`config.mk`:
```
export PLATFORM = sky130hd
export DESIGN_NAME = mp_dot_sched
export DESIGN_NICKNAME = d
export VERILOG_FILES = /design/src/rtl/mp_dot_sched.sv
export SDC_FILE = /design/constraint.sdc
export NUM_CORES = 1
export LEC_CHECK = 0
export CAP_MARGIN = 10
export CORE_ASPECT_RATIO = 0.7
export CORE_MARGIN = 2
export CORE_UTILIZATION = 49
export DETAILED_ROUTE_END_ITERATION = 10
export PLACE_DENSITY = 0.75
export SYNTH_ARGS = -nofsm -noshare
export SYNTH_HDL_FRONTEND = slang
export SYNTH_SLANG_ARGS = --single-unit
```
`constraint.sdc`:
```
create_clock -name gclk -period 2.4 [get_ports gclk]
set_clock_uncertainty 0.05 [all_clocks]
set_input_delay 0.36 -clock gclk [delete_from_list [all_inputs] [get_ports gclk]]
set_output_delay 0.36 -clock gclk [all_outputs]
set_load 0.05 [all_outputs]
```
`src/rtl/mp_dot_sched.sv`:
```
// Purpose : two-requester round-robin scheduler for a shared FP32 / dual-FP16 multiplier.
// Latency : product LAT cycles after issue (dp_capture); res_valid one cycle later.
// Backpr. : at most DEPTH products in flight plus queued; requesters are stalled when full.
//
// Ports:
//   gclk, rst                         clock, async active-high reset
//   reqN_valid/reqN_mode/reqN_ready   requester handshake; mode 1 = FP32, 0 = FP16 split
//   dp_issue/dp_sel/dp_fp32           datapath operand latch, operand mux select, precision
//   dp_capture                        product valid at datapath output
//   res_valid/res_ready/res_id/res_fp32  in-order result handshake with id and mode
//   busy                              scheduler not idle, or work in flight or queued
module mp_dot_sched #(
    parameter int LAT   = 2,
    parameter int DEPTH = 4
) (
    input  logic gclk,
    input  logic rst,
    input  logic req0_valid,
    input  logic req0_mode,
    output logic req0_ready,
    input  logic req1_valid,
    input  logic req1_mode,
    output logic req1_ready,
    output logic dp_issue,
    output logic dp_sel,
    output logic dp_fp32,
    output logic dp_capture,
    output logic res_valid,
    input  logic res_ready,
    output logic res_id,
    output logic res_fp32,
    output logic busy
);

    localparam int AW = $clog2(DEPTH);
    localparam int CW = $clog2(DEPTH + 1);
    localparam logic [CW:0] DEPTH_W = DEPTH[CW:0];

    typedef enum logic [1:0] {IDLE, RUN, DRAIN} state_t;

    state_t        state;
    state_t        state_nxt;
    logic          rr_last;     // id granted on the most recent issue
    logic          sel_q;       // operand mux select held between issues
    logic          lock_mode;   // precision the datapath is currently set up for
    logic [CW-1:0] inflight;
    logic [CW-1:0] fifo_cnt;
    logic [LAT-1:0] tag_vld;
    logic [LAT-1:0] tag_id;
    logic [LAT-1:0] tag_mode;
    logic [1:0]    fifo_mem [DEPTH];   // {id, mode}
    logic [AW-1:0] wr_ptr;
    logic [AW-1:0] rd_ptr;

    logic          win_vld;
    logic          win_id;
    logic          win_mode;
    logic          credit_ok;
    logic          issue;
    logic          push;
    logic          pop;
    logic [CW:0]   occupancy;

    // Round-robin winner: alternate only when both contend.
    always_comb begin
        win_vld   = req0_valid | req1_valid;
        win_id    = (req0_valid & req1_valid) ? ~rr_last : req1_valid;
        win_mode  = win_id ? req1_mode : req0_mode;
        occupancy = {1'b0, inflight} + {1'b0, fifo_cnt};
        credit_ok = occupancy < DEPTH_W;
        push      = tag_vld[LAT-1];
        pop       = res_valid & res_ready;
    end

    // FSM: state register
    always_ff @(posedge gclk or posedge rst) begin
        if (rst) state <= IDLE;
        else     state <= state_nxt;
    end

    // FSM: next state
    always_comb begin
        state_nxt = state;
        case (state)
            IDLE:  if (win_vld && credit_ok) state_nxt = RUN;
            RUN: begin
                // A precision change is never issued from RUN; the pipe empties first.
                if (win_vld) begin
                    if (win_mode != lock_mode) state_nxt = DRAIN;
                end else if (inflight == '0) begin
                    state_nxt = IDLE;
                end
            end
            // Leave once the last in-flight product is being captured.
            DRAIN: if (inflight == CW'(push)) state_nxt = IDLE;
            default: state_nxt = IDLE;
        endcase
    end

    // FSM: outputs
    always_comb begin
        issue = 1'b0;
        case (state)
            IDLE:    issue = win_vld & credit_ok;
            RUN:     issue = win_vld & credit_ok & (win_mode == lock_mode);
            default: issue = 1'b0;
        endcase
        issue      = issue & ~rst;
        req0_ready = issue & ~win_id;
        req1_ready = issue & win_id;
        dp_issue   = issue;
        dp_sel     = issue ? win_id : sel_q;
        // New precision takes effect in the IDLE issue cycle itself.
        dp_fp32    = (state == IDLE && issue) ? win_mode : lock_mode;
    end

    always_ff @(posedge gclk or posedge rst) begin
        if (rst) begin
            rr_last   <= 1'b1;
            sel_q     <= 1'b0;
            lock_mode <= 1'b1;
            inflight  <= '0;
        end else begin
            if (issue) begin
                rr_last <= win_id;
                sel_q   <= win_id;
            end
            if (issue && state == IDLE) lock_mode <= win_mode;
            inflight <= inflight + CW'(issue) - CW'(push);
        end
    end

    // Tag pipeline mirrors the multiplier latency.
    always_ff @(posedge gclk or posedge rst) begin
        if (rst) begin
            tag_vld  <= '0;
            tag_id   <= '0;
            tag_mode <= '0;
        end else begin
            tag_vld[0]  <= issue;
            tag_id[0]   <= win_id;
            tag_mode[0] <= win_mode;
            for (int i = 1; i < LAT; i++) begin
                tag_vld[i]  <= tag_vld[i-1];
                tag_id[i]   <= tag_id[i-1];
                tag_mode[i] <= tag_mode[i-1];
            end
        end
    end

    // Result FIFO; credits guarantee it never overflows.
    always_ff @(posedge gclk) begin
        if (push) fifo_mem[wr_ptr] <= {tag_id[LAT-1], tag_mode[LAT-1]};
    end

    always_ff @(posedge gclk or posedge rst) begin
        if (rst) begin
            wr_ptr   <= '0;
            rd_ptr   <= '0;
            fifo_cnt <= '0;
        end else begin
            if (push) wr_ptr <= wr_ptr + AW'(1);
            if (pop)  rd_ptr <= rd_ptr + AW'(1);
            fifo_cnt <= fifo_cnt + CW'(push) - CW'(pop);
        end
    end

    always_comb begin
        dp_capture = tag_vld[LAT-1];
        res_valid  = (fifo_cnt != '0);
        res_id     = res_valid & fifo_mem[rd_ptr][1];
        res_fp32   = res_valid & fifo_mem[rd_ptr][0];
        busy       = (state != IDLE) | (inflight != '0) | res_valid;
    end

endmodule

```
; Word level (Yosys, flattened, before mapping)
; Memories as Yosys holds them, arrays and structs flattened.
; Cells that the tools add are included.
[op_classes]
add_sub_neg = 7
order_cmp = 1
eq_ne = 9
muxes = 13
bitwise_logic = 15
reduce_logical = 8
[ops]
columns = cell, count
row1 = two-way mux 2 bit, 5
row2 = AND 1 bit, 9
row3 = adder 3 x 1 -> 3 bit, 2
row4 = two-way mux 1 bit, 6
row5 = "inequality test 3 bit, second input constant", 2
row6 = one-hot mux 2 bit (3 select lines), 1
row7 = nonzero test 3 bit, 2
row8 = subtractor 3 x 1 -> 3 bit, 2
row9 = "adder 2 x 1 -> 2 bit, second input constant", 2
row10 = adder 3 x 3 -> 4 bit, 1
row11 = "< comparator 4 x 3 -> 1 bit, second input constant", 1
row12 = "inequality test 2 bit, second input constant", 2
row13 = AND reduction 4 bit, 1
row14 = equality test 3 x 1 -> 1 bit, 1
row15 = zero test 3 bit, 1
row16 = inverter 1 bit, 3
row17 = OR 1 bit, 3
row18 = "equality test 2 x 1 -> 1 bit, second input constant", 1
row19 = "equality test 2 bit, second input constant", 1
row20 = logical AND 1 bit, 2
row21 = zero test 2 bit, 1
row22 = one-hot mux 1 bit (2 select lines), 1
row23 = nonzero test 2 bit, 1
row24 = equality test 1 bit, 1
row25 = inequality test 1 bit, 1
[word_totals]
regBits = 21
ramBits = 8
in_bits = 7
output_inout_bits = 10
wordCells = 65
memories = 1
[mem_list]
columns = name, depth, width, read_ports, rd_clocked_by_memory_dff, wr, line
row1 = fifo_mem, 4, 2, 1, 0, 1, 51  ; logic [1:0] fifo_mem [DEPTH];

; Logic depth before layout (Yosys ltp)
; Gate-level depths: netlist (run 1).
[depth]
ltp_word = 9
depth_mapped = 9

; Least setup slack after synthesis (run 1)
; Ideal clock, no wire load.
[synth_timing]
path_kind = input -> register
startpoint = input rst
endpoint = register inflight[2]
setup_time_ns = 0.124
arrival_ns = 2.458
required_ns = 2.226
setup_slack_ns = -0.231
cell_stages = 8
n_path_buf = 0
cell_sequence = inv_1 > nand4_1 > a21oi_4 > ha_1 > inv_1 > fa_1 > xnor2_1 > xnor2_1
[synth_via]
elab_chain_cells = 4
[synth_lines]
columns = element, line
row1 = start: declaration, 17  ; input logic rst,
row2 = inverter 1 bit, 108  ; issue = issue & ~rst;
row3 = AND 1 bit, 108
row4 = net dp_issue, 24  ; output logic dp_issue,
row5 = adder 3 x 1 -> 3 bit, 129  ; inflight <= inflight + CW'(issue) - CW'(push);
row6 = subtractor 3 x 1 -> 3 bit, 129
row7 = end signal: assignment, 129
row8 = end: declaration, 46  ; logic [CW-1:0] inflight;
; The timed path passes the listed nets, and every way through them passes these cells.
; A chain may end at the register's enable or synchronous reset.

; Worst setup path after layout (run 1)
[layout_timing]
startpoint = register inflight[2]
endpoint = output dp_sel
[layout_via]
elab_chain_cells = 7
[layout_lines]
columns = element, line
row1 = adder 3 x 3 -> 4 bit *, 69  ; occupancy = {1'b0, inflight} + {1'b0, fifo_cnt};
row2 = < comparator 4 x 3 -> 1 bit *, 70  ; credit_ok = occupancy < DEPTH_W;
row3 = AND 1 bit *, "104, 105"
row4 = AND 1 bit, 105  ; RUN: issue = win_vld & credit_ok & (win_mode == lock_mode);
row5 = one-hot mux 1 bit (2 select lines) *, 103  ; case (state)
row6 = AND 1 bit *, 108
row7 = two-way mux 1 bit *, n/a
row8 = end: declaration, 25  ; output logic dp_sel,
; Every way passes the cells marked *; elsewhere a longest branch is shown, timed or not.

==> results of run 1 <==
==> registers in the layout, summed over array words and instances, names as in the netlist <==
name and flops:
rd_ptr 2, tag_vld 2, fifo_mem 8, fifo_cnt 3, state 2, lock_mode 1
wr_ptr 2, rr_last 1, inflight 3, tag_id 2, tag_mode 2, sel_q 1
==> how the worst max path moves through the flow <==
stage,endpoint,depth (start not counted)
after floorplan,inflight[2],9
after global placement,inflight[2],10
after detailed placement,inflight[2],10
after CTS,dp_sel,6
after global routing,dp_sel,6
final,dp_sel,6
==> what timing repair did <==
action	4_1_cts	5_1_grt
setup endpoints to repair	7	8
pin swaps	4	4
resized for setup	13	4
setup buffers	7	2
==> worst max-delay path, stage by stage (launching register included) <==
cell     delay, ns
dfrtp_1       0.41
ha_4          0.26
nor3_4        0.21
nand4_1       0.21
a21oi_4       0.22
mux2_4        0.34
buf_8         0.16
==> cell families after synthesis <==
family / Yosys count / share of synthesized area (%)
buffers and inverters: 11 / 2.98
adder cells (fa/ha/maj): 12 / 11.9
multiplexers: 6 / 7.32
AND/OR/NAND/NOR: 26 / 10.5
AO/OA/AOI/OAI: 7 / 4.97
flip-flops: 29 / 55.5
XOR/XNOR: 10 / 6.87
==> cell type report <==
cell class,count,area [um2]
sequential,29,769
tap,36,45.0
timing repair buffer,37,357
multi-input combinational,61,637
inverter,11,45.0
clock buffer,6,72.6
clock inverter,2,33.8
fill,193,783
==> layout by cell type (no fill, tap or decap), drive strengths merged, types with 2 or more instances in the layout <==
cell,n
nor3,4
nor2,3
dfstp,2
clkbuf,6
dfrtp,19
mux2,4
mux4,2
buf,29
dlygate4sd2,2
xor2,5
and2,8
clkdlybuf4s50,6
inv,10
nand2,5
ha,10
xnor2,5
fa,2
edfxtp,8
==> metal layers <==
layer	wire length (um)	GRT usage (%)
met5	0	0
met4	61	10.2
met3	151	6.28
met2	1320	32.7
met1	1110	25.2
==> where the power goes <==
| part | internal [mW] | switching [mW] | total [mW] |
|---|---|---|---|
| combinational | 0.738 | 0.740 | 1.48 |
| clock | 0.306 | 0.183 | 0.489 |
| sequential | 0.697 | 0.165 | 0.861 |
==> results.sh, run 1 <==
export IMPL_hold_viol=0
export IMPL_worstPathArrival_ns=2.09
export IMPL_grt_use_total_pct=20.6
export IMPL_cts_root_buf="clkbuf_8"
export IMPL_drv_slew=0
export IMPL_viasPerCell=4.98
export IMPL_numCtsBuffers=5
export IMPL_p_leak_nw=0.874
export IMPL_wire_per_inst_um=14.5
export IMPL_setup_worst_path_start="inflight[2]"
export IMPL_vias=907
export IMPL_async_flop_share_pct=72.4
export IMPL_synth_top_area_share_pct=34.3
export IMPL_firstDrtPassIters=4
export IMPL_synth_area_leaders="dfrtp_1 (34%), edfxtp_1 (17%), ha_1 (9.0%)"
export IMPL_fp_dieH_um=48.5
export IMPL_total_power_mw=2.83
export IMPL_antenna_found_initial=0
export IMPL_post_dp_hpwl_mm=1.77
export IMPL_num_rows=16
export IMPL_crit_type="register to output port"
export IMPL_ir_worst_vdd_v=0.000866
export IMPL_boundaryPins=17
export IMPL_r2r_end="inflight[2]"
export IMPL_holdWs_ns=0.294
export IMPL_fin_nets=164
export IMPL_setup_viol=5
export IMPL_worstMarginPinSlew_ns=0.493
export IMPL_antenna_cells=0
export IMPL_instances_no_fill=182
export IMPL_regToRegSetupSlack_ns=-0.01
export IMPL_area_delta_synth_final_pct=41.5
export IMPL_seq_area_frac_synth_pct=55.5
export IMPL_crit_path_max_fanout=4
export IMPL_start_util_pct=50.5
export IMPL_h_tree_depth=2
export IMPL_reg2reg_from="inflight[2]"
export IMPL_syn_area_mm2=0.00139
export IMPL_grt_pass1_vias=1024
export IMPL_yosysMostFrequentCell="dfrtp_1"
export IMPL_max_freq_mhz=400
export IMPL_drt_iter0_drc=21
export IMPL_route_detailed_drc=0
export IMPL_avgSynthCellArea_um2=13.7
export IMPL_setup_tns_ns=-0.228
export IMPL_clock_sinks=29
export IMPL_synth_cell_types=30
export IMPL_maxSlewHeadroom_pct=67.0
export IMPL_cts_tree="yes"
export IMPL_hold_path_startpoint="tag_mode[0]"
export IMPL_die_x_um=67.5
export IMPL_insertion_delay_ns=0.28
export IMPL_maxCapViolations=0
export IMPL_synth_flop_cell="dfrtp_1"
export IMPL_cts_path_max_buffers=2
export IMPL_min_to="tag_mode[1]"
export IMPL_syn_inst=101
export IMPL_drt_wl_total_mm=2.65
export IMPL_critPathLaunchType="register"
export IMPL_final_cell_area_mm2=0.00196
export IMPL_synth_nets=120
export IMPL_synth_largest_area_cell="dfrtp_1"
export IMPL_grt_max_degree=22
export IMPL_holdCritPathClass="register to register"
export IMPL_grt_pass1_wl_mm=4.73
export IMPL_final_util_pct=71.4
export IMPL_dp_cells=165
export IMPL_worst_r2r_path_depth=10
export IMPL_worstPathRequired_ns=1.99
export IMPL_synth_seq_cells=29
export IMPL_fin_ws_ns=-0.103
export IMPL_core_area_mm2=0.00274
export IMPL_holdPathStages=0
export IMPL_synth_common_cells="dfrtp_1 (19), inv_1 (11), ha_1 (10)"
export IMPL_p_per_area_mw_per_mm2=1440
export IMPL_fin_crit_ns=2.50
export IMPL_io_buffers=16
export IMPL_period_share_pct=104
export IMPL_drive_gt1_share_pct=40.4
export IMPL_overflow=0
export IMPL_cts_hold_buf=0
export IMPL_die_area_mm2=0.00327
export IMPL_status="finished, violations left"
export IMPL_clk_pin_slew_ns=0.06
export IMPL_placed_area_mm2=0.00172
export IMPL_crit_path_end_kind="output port"
export IMPL_gp_congestion=0.767
export IMPL_ant_nets=0
export IMPL_synth_edf_count=8
export IMPL_ys_warn_count=0
export IMPL_violations="negative setup slack"
export IMPL_dp_worst_setup_slack_ns=-0.417
export IMPL_rsz0062_at_grt="true"
Note: power is estimated with default switching activity, not from simulation.
==> run 2, diff against run 1 <==
CORE_MARGIN = default   (was 2)
REMOVE_ABC_BUFFERS = 1   (was default)
==> results.sh, run 2 (synthesis results as in run 1) <==
export IMPL_status="finished, violations left"
export IMPL_violations="negative setup slack"
export IMPL_grt_use_total_pct=21.0
export IMPL_grt_max_degree=22
export IMPL_boundaryPins=17
export IMPL_hold_viol=0
export IMPL_drv_slew=0
export IMPL_final_common_cell="buf_4"
export IMPL_h_tree_depth=2
export IMPL_antenna_cells=0
export IMPL_regToRegSetupSlack_ns=-0.03
export IMPL_viasPerCell=5.16
export IMPL_fin_nets=166
export IMPL_maxSlewHeadroom_pct=67.1
export IMPL_setup_tns_ns=-0.264
export IMPL_maxCapViolations=0
export IMPL_worstPathRequired_ns=1.99
export IMPL_period_share_pct=104
export IMPL_gp_congestion=0.720
export IMPL_worstPathArrival_ns=2.09
export IMPL_holdCritPathClass="register to register"
export IMPL_r2r_end="inflight[2]"
export IMPL_core_area_mm2=0.00257
export IMPL_fp_dieH_um=46.5
export IMPL_largest_reg_flops=8
export IMPL_die_area_mm2=0.00305
export IMPL_clk_pin_slew_ns=0.06
export IMPL_clock_sinks=29
export IMPL_max_freq_mhz=399
export IMPL_worstMarginPinSlew_ns=0.492
export IMPL_cts_root_buf="clkbuf_8"
export IMPL_mostFrequentLayoutCells="buf_4 (23), dfrtp_1 (18), inv_1 (11)"
export IMPL_worst_r2r_path_depth=10
export IMPL_antenna_found_initial=0
export IMPL_numCtsBuffers=5
export IMPL_crit_path_end_kind="output port"
export IMPL_top_regs="fifo_mem: 8 flops, fifo_cnt: 3 flops, inflight: 3 flops"
export IMPL_cts_hold_buf=0
export IMPL_post_dp_hpwl_mm=1.85
export IMPL_ir_worst_vdd_v=0.000899
export IMPL_cts_path_max_buffers=2
export IMPL_insertion_delay_ns=0.27
export IMPL_ant_nets=0
export IMPL_p_leak_nw=0.888
export IMPL_regMostFlops="fifo_mem"
export IMPL_vias=939
export IMPL_area_delta_synth_final_pct=43.6
export IMPL_drt_wl_total_mm=2.86
export IMPL_crit_path_max_fanout=3
export IMPL_firstDrtPassIters=4
export IMPL_holdWs_ns=0.297
export IMPL_p_per_area_mw_per_mm2=1440
export IMPL_overflow=0
export IMPL_critPathLaunchType="register"
export IMPL_grt_pass1_vias=931
export IMPL_num_rows=15
export IMPL_min_to="tag_mode[1]"
export IMPL_rsz0062_at_grt="true"
export IMPL_fin_ws_ns=-0.104
export IMPL_cts_tree="yes"
export IMPL_hold_path_startpoint="tag_mode[0]"
export IMPL_holdPathStages=0
export IMPL_reg2reg_from="rr_last"
export IMPL_die_x_um=65.5
export IMPL_start_util_pct=53.9
export IMPL_io_buffers=16
export IMPL_drive_gt1_share_pct=42.6
export IMPL_grt_pass1_wl_mm=4.28
export IMPL_drt_iter0_drc=24
export IMPL_crit_type="register to output port"
export IMPL_dp_worst_setup_slack_ns=-0.410
export IMPL_fin_crit_ns=2.50
export IMPL_route_detailed_drc=0
export IMPL_wire_per_inst_um=15.7
export IMPL_setup_viol=6
run 2: changes by cell type in the layout (fill, tap and decap cells not counted), sizes merged:
cell	previous run	this run
buf	29	31
inv	10	11
clkdlybuf4s50	6	5
clkbuf	6	7
clkinvlp	1	0
dlygate4sd2	2	3
clkinv	1	0
run 2: area by class of cell:
cell class / instances / area [um2]
inverters: 11 / 41.3
clock buffers: 7 / 86.3
flip-flops and latches: 29 / 769
clock inverters: 1 / 30.0
repair buffers: 39 / 373
multi-input cells: 61 / 647
well taps: 34 / 42.5
fillers: 147 / 582
run 2: layer usage:
metal	up-vias	part of all wire, %	routed length [um]	track usage (%)
met5	-	0	0	0
met3	10	5.4	156	8.42
met1	458	41	1160	24.1
li1	432	-	-	-
met2	39	52	1480	34.8
met4	0	2.4	70	10.4
run 2: worst max path at each step:
stage	from	to	slack, ns	cells after the start
after detailed placement	req0_valid	inflight[2]	-0.41	10
final	rr_last	dp_sel	-0.10	6
after global placement	req0_valid	inflight[2]	-0.30	10
after CTS	inflight[2]	dp_sel	-0.13	7
after floorplan	rst	inflight[2]	-0.23	8
after global routing	rr_last	dp_sel	-0.15	6
run 2: through the flow:
stage                     cell area, um2  total power [mW]  utilization, %  std cells
final                               1990              2.86            77.4        182
after global routing                1990              3.03            77.4        182
after CTS                           1870              2.66            72.8        176
after detailed placement            1690              2.03            65.6        162
after global placement              1690              1.97            65.6        162
after floorplan                     1390              1.64               -        101
run 2: worst max-delay path: stages (launching register included):
cell      delay [ns]
dfstp_2         0.57
a21boi_4        0.07
mux2_4          0.33
xor2_2          0.17
a21oi_4         0.20
mux2_4          0.34
buf_8           0.15
run 2: timing repair:
action                                  in CTS  in global routing
gates resized for setup                      9                 15
endpoints found under the setup margin       6                  9
pin swaps                                    5                  8
buffers inserted                             6                  6
run 2: report_power, final:
part	leakage (nW)	switching [mW]	internal [mW]
Combinational	0.506	0.745	0.728
Sequential	0.323	0.179	0.697
Clock	0.0585	0.175	0.338
Total	0.888	1.10	1.76
==> run 3, diff against run 2 <==
CORE_UTILIZATION = 55   (was 49)
PLACE_DENSITY = 0.8   (was 0.75)
clock period = 3.15 ns   (was 2.4 ns; I/O delays follow)
==> results.sh, run 3 (synthesis results as in run 1) <==
export IMPL_status="complete, no violations"
export IMPL_area_delta_synth_final_pct=21.0
export IMPL_ant_nets=0
export IMPL_crit_path_max_fanout=7
export IMPL_fin_ws_ns=0.135
export IMPL_fill_cells=152
export IMPL_route_detailed_drc=0
export IMPL_boundaryPins=17
export IMPL_wire_per_inst_um=14.8
export IMPL_holdCritPathClass="register to register"
export IMPL_die_area_mm2=0.00273
export IMPL_ir_worst_vdd_v=0.000742
export IMPL_antenna_found_initial=0
export IMPL_gp_congestion=0.775
export IMPL_critPathLaunchType="primary input"
export IMPL_antenna_cells=0
export IMPL_placed_area_mm2=0.00163
export IMPL_largest_reg_flops=8
export IMPL_setup_viol=0
export IMPL_numCtsBuffers=5
export IMPL_period_share_pct=95.7
export IMPL_die_x_um=62.0
export IMPL_cts_tree="yes"
export IMPL_clk_pin_slew_ns=0.09
export IMPL_drt_iter0_drc=31
export IMPL_cts_resized_gates=0
export IMPL_final_cell_area_mm2=0.00168
export IMPL_final_util_pct=74.2
export IMPL_multi_input_area_um2=576
export IMPL_worstPathRequired_ns=2.63
export IMPL_total_power_mw=1.72
export IMPL_core_area_mm2=0.00226
export IMPL_top_regs="fifo_mem: 8 flops, fifo_cnt: 3 flops, inflight: 3 flops"
export IMPL_p_per_area_mw_per_mm2=1020
export IMPL_max_freq_mhz=332
export IMPL_drt_wl_total_mm=2.35
export IMPL_cts_root_buf="clkbuf_4"
export IMPL_vias=812
export IMPL_fin_nets=145
export IMPL_worstMarginPinSlew_ns=0.526
export IMPL_grt_pass1_vias=790
export IMPL_h_tree_depth=2
export IMPL_dp_worst_setup_slack_ns=0.117
export IMPL_num_rows=14
export IMPL_final_common_cell="dfrtp_1"
export IMPL_grt_pass1_wl_mm=3.75
export IMPL_p_leak_nw=0.731
export IMPL_hold_viol=0
export IMPL_maxSlewHeadroom_pct=64.8
export IMPL_start_util_pct=61.3
export IMPL_grt_use_total_pct=21.3
export IMPL_post_dp_hpwl_mm=1.69
export IMPL_viasPerCell=5.11
export IMPL_worstPathArrival_ns=2.49
export IMPL_firstDrtPassIters=4
export IMPL_overflow=0
export IMPL_regMostFlops="fifo_mem"
export IMPL_crit_type="primary input to output port"
export IMPL_insertion_delay_ns=0.33
export IMPL_cts_path_max_buffers=2
export IMPL_cts_setup_buffers=0
export IMPL_fin_crit_ns=3.01
export IMPL_grt_max_degree=22
export IMPL_clock_sinks=29
export IMPL_fp_dieH_um=44.0
export IMPL_drive_gt1_share_pct=21.3
export IMPL_regArea_um2=768
export IMPL_io_buffers=16
export IMPL_cts_hold_buf=0
export IMPL_mostFrequentLayoutCells="dfrtp_1 (19), inv_1 (11), clkdlybuf4s50_1 (11)"
export IMPL_drv_slew=0
export IMPL_maxCapViolations=0
export IMPL_rsz0062_at_grt="false"
export IMPL_crit_path_end_kind="output port"
export IMPL_setup_tns_ns=0
run 3: cell count changes in the layout (fill, tap and decap cells not counted), sizes merged:
| cell | before | now |
|---|---|---|
| dlygate4sd2 | 3 | 0 |
| bufinv | 1 | 0 |
| buf | 31 | 7 |
| clkdlybuf4s50 | 5 | 11 |
| clkinv | 0 | 2 |
| clkbuf | 7 | 6 |
run 3: cell type report:
type | instances | area share, %
Inverter | 11 | 2.46
Clock inverter | 2 | 0.597
Sequential cell | 29 | 45.8
Tap cell | 32 | 2.39
Multi-Input combinational cell | 61 | 34.3
Timing Repair Buffer | 18 | 11.9
Clock buffer | 6 | 2.46
run 3: final timing paths:
| path | startpoint | end | cells past startpoint | slack (ns) |
|---|---|---|---|---|
| min in group asynchronous | rst | tag_mode[1] | 3 | 0.50 |
| max in group asynchronous | rst | lock_mode | 3 | 2.27 |
| worst max register to register | inflight[2] | inflight[2] | 9 | 0.68 |
| worst min-delay path | tag_vld[0] | tag_vld[1] | 0 | 0.30 |
| worst min register to register | tag_vld[0] | tag_vld[1] | 0 | 0.30 |
| worst max-delay path | req1_valid | dp_sel | 7 | 0.14 |
run 3: power by group:
group | internal, mW | total [mW] | switching, mW
Combinational | 0.368 | 0.828 | 0.460
Sequential | 0.528 | 0.672 | 0.144
Clock | 0.0848 | 0.216 | 0.131
run 3: per-stage QoR:
stage               hold WS (ns)  cells
detailed placement         0.285    151
finish                     0.305    159
global route               0.308    159
global placement           0.282    151
CTS                        0.306    159
floorplan                  0.281    101
run 3: worst max-delay path: stages:
cell and delay, ns:
clkdlybuf4s50_1 0.51, a21boi_4 0.29, mux2_4 0.35, xor2_2 0.16
a21oi_4 0.19, mux2_4 0.33, buf_4 0.19
run 3: routing by layer:
| metal | global-route usage [%] | vias up | wire (um) | part of all wire [%] |
|---|---|---|---|---|
| met1 | 28.2 | 376 | 1200 | 51 |
| met5 | 0 | - | 0 | 0 |
| met4 | 10.7 | 0 | 49 | 2.1 |
| met2 | 30.0 | 36 | 973 | 41 |
| met3 | 8.96 | 7 | 124 | 5.3 |
| li1 | - | 393 | - | - |
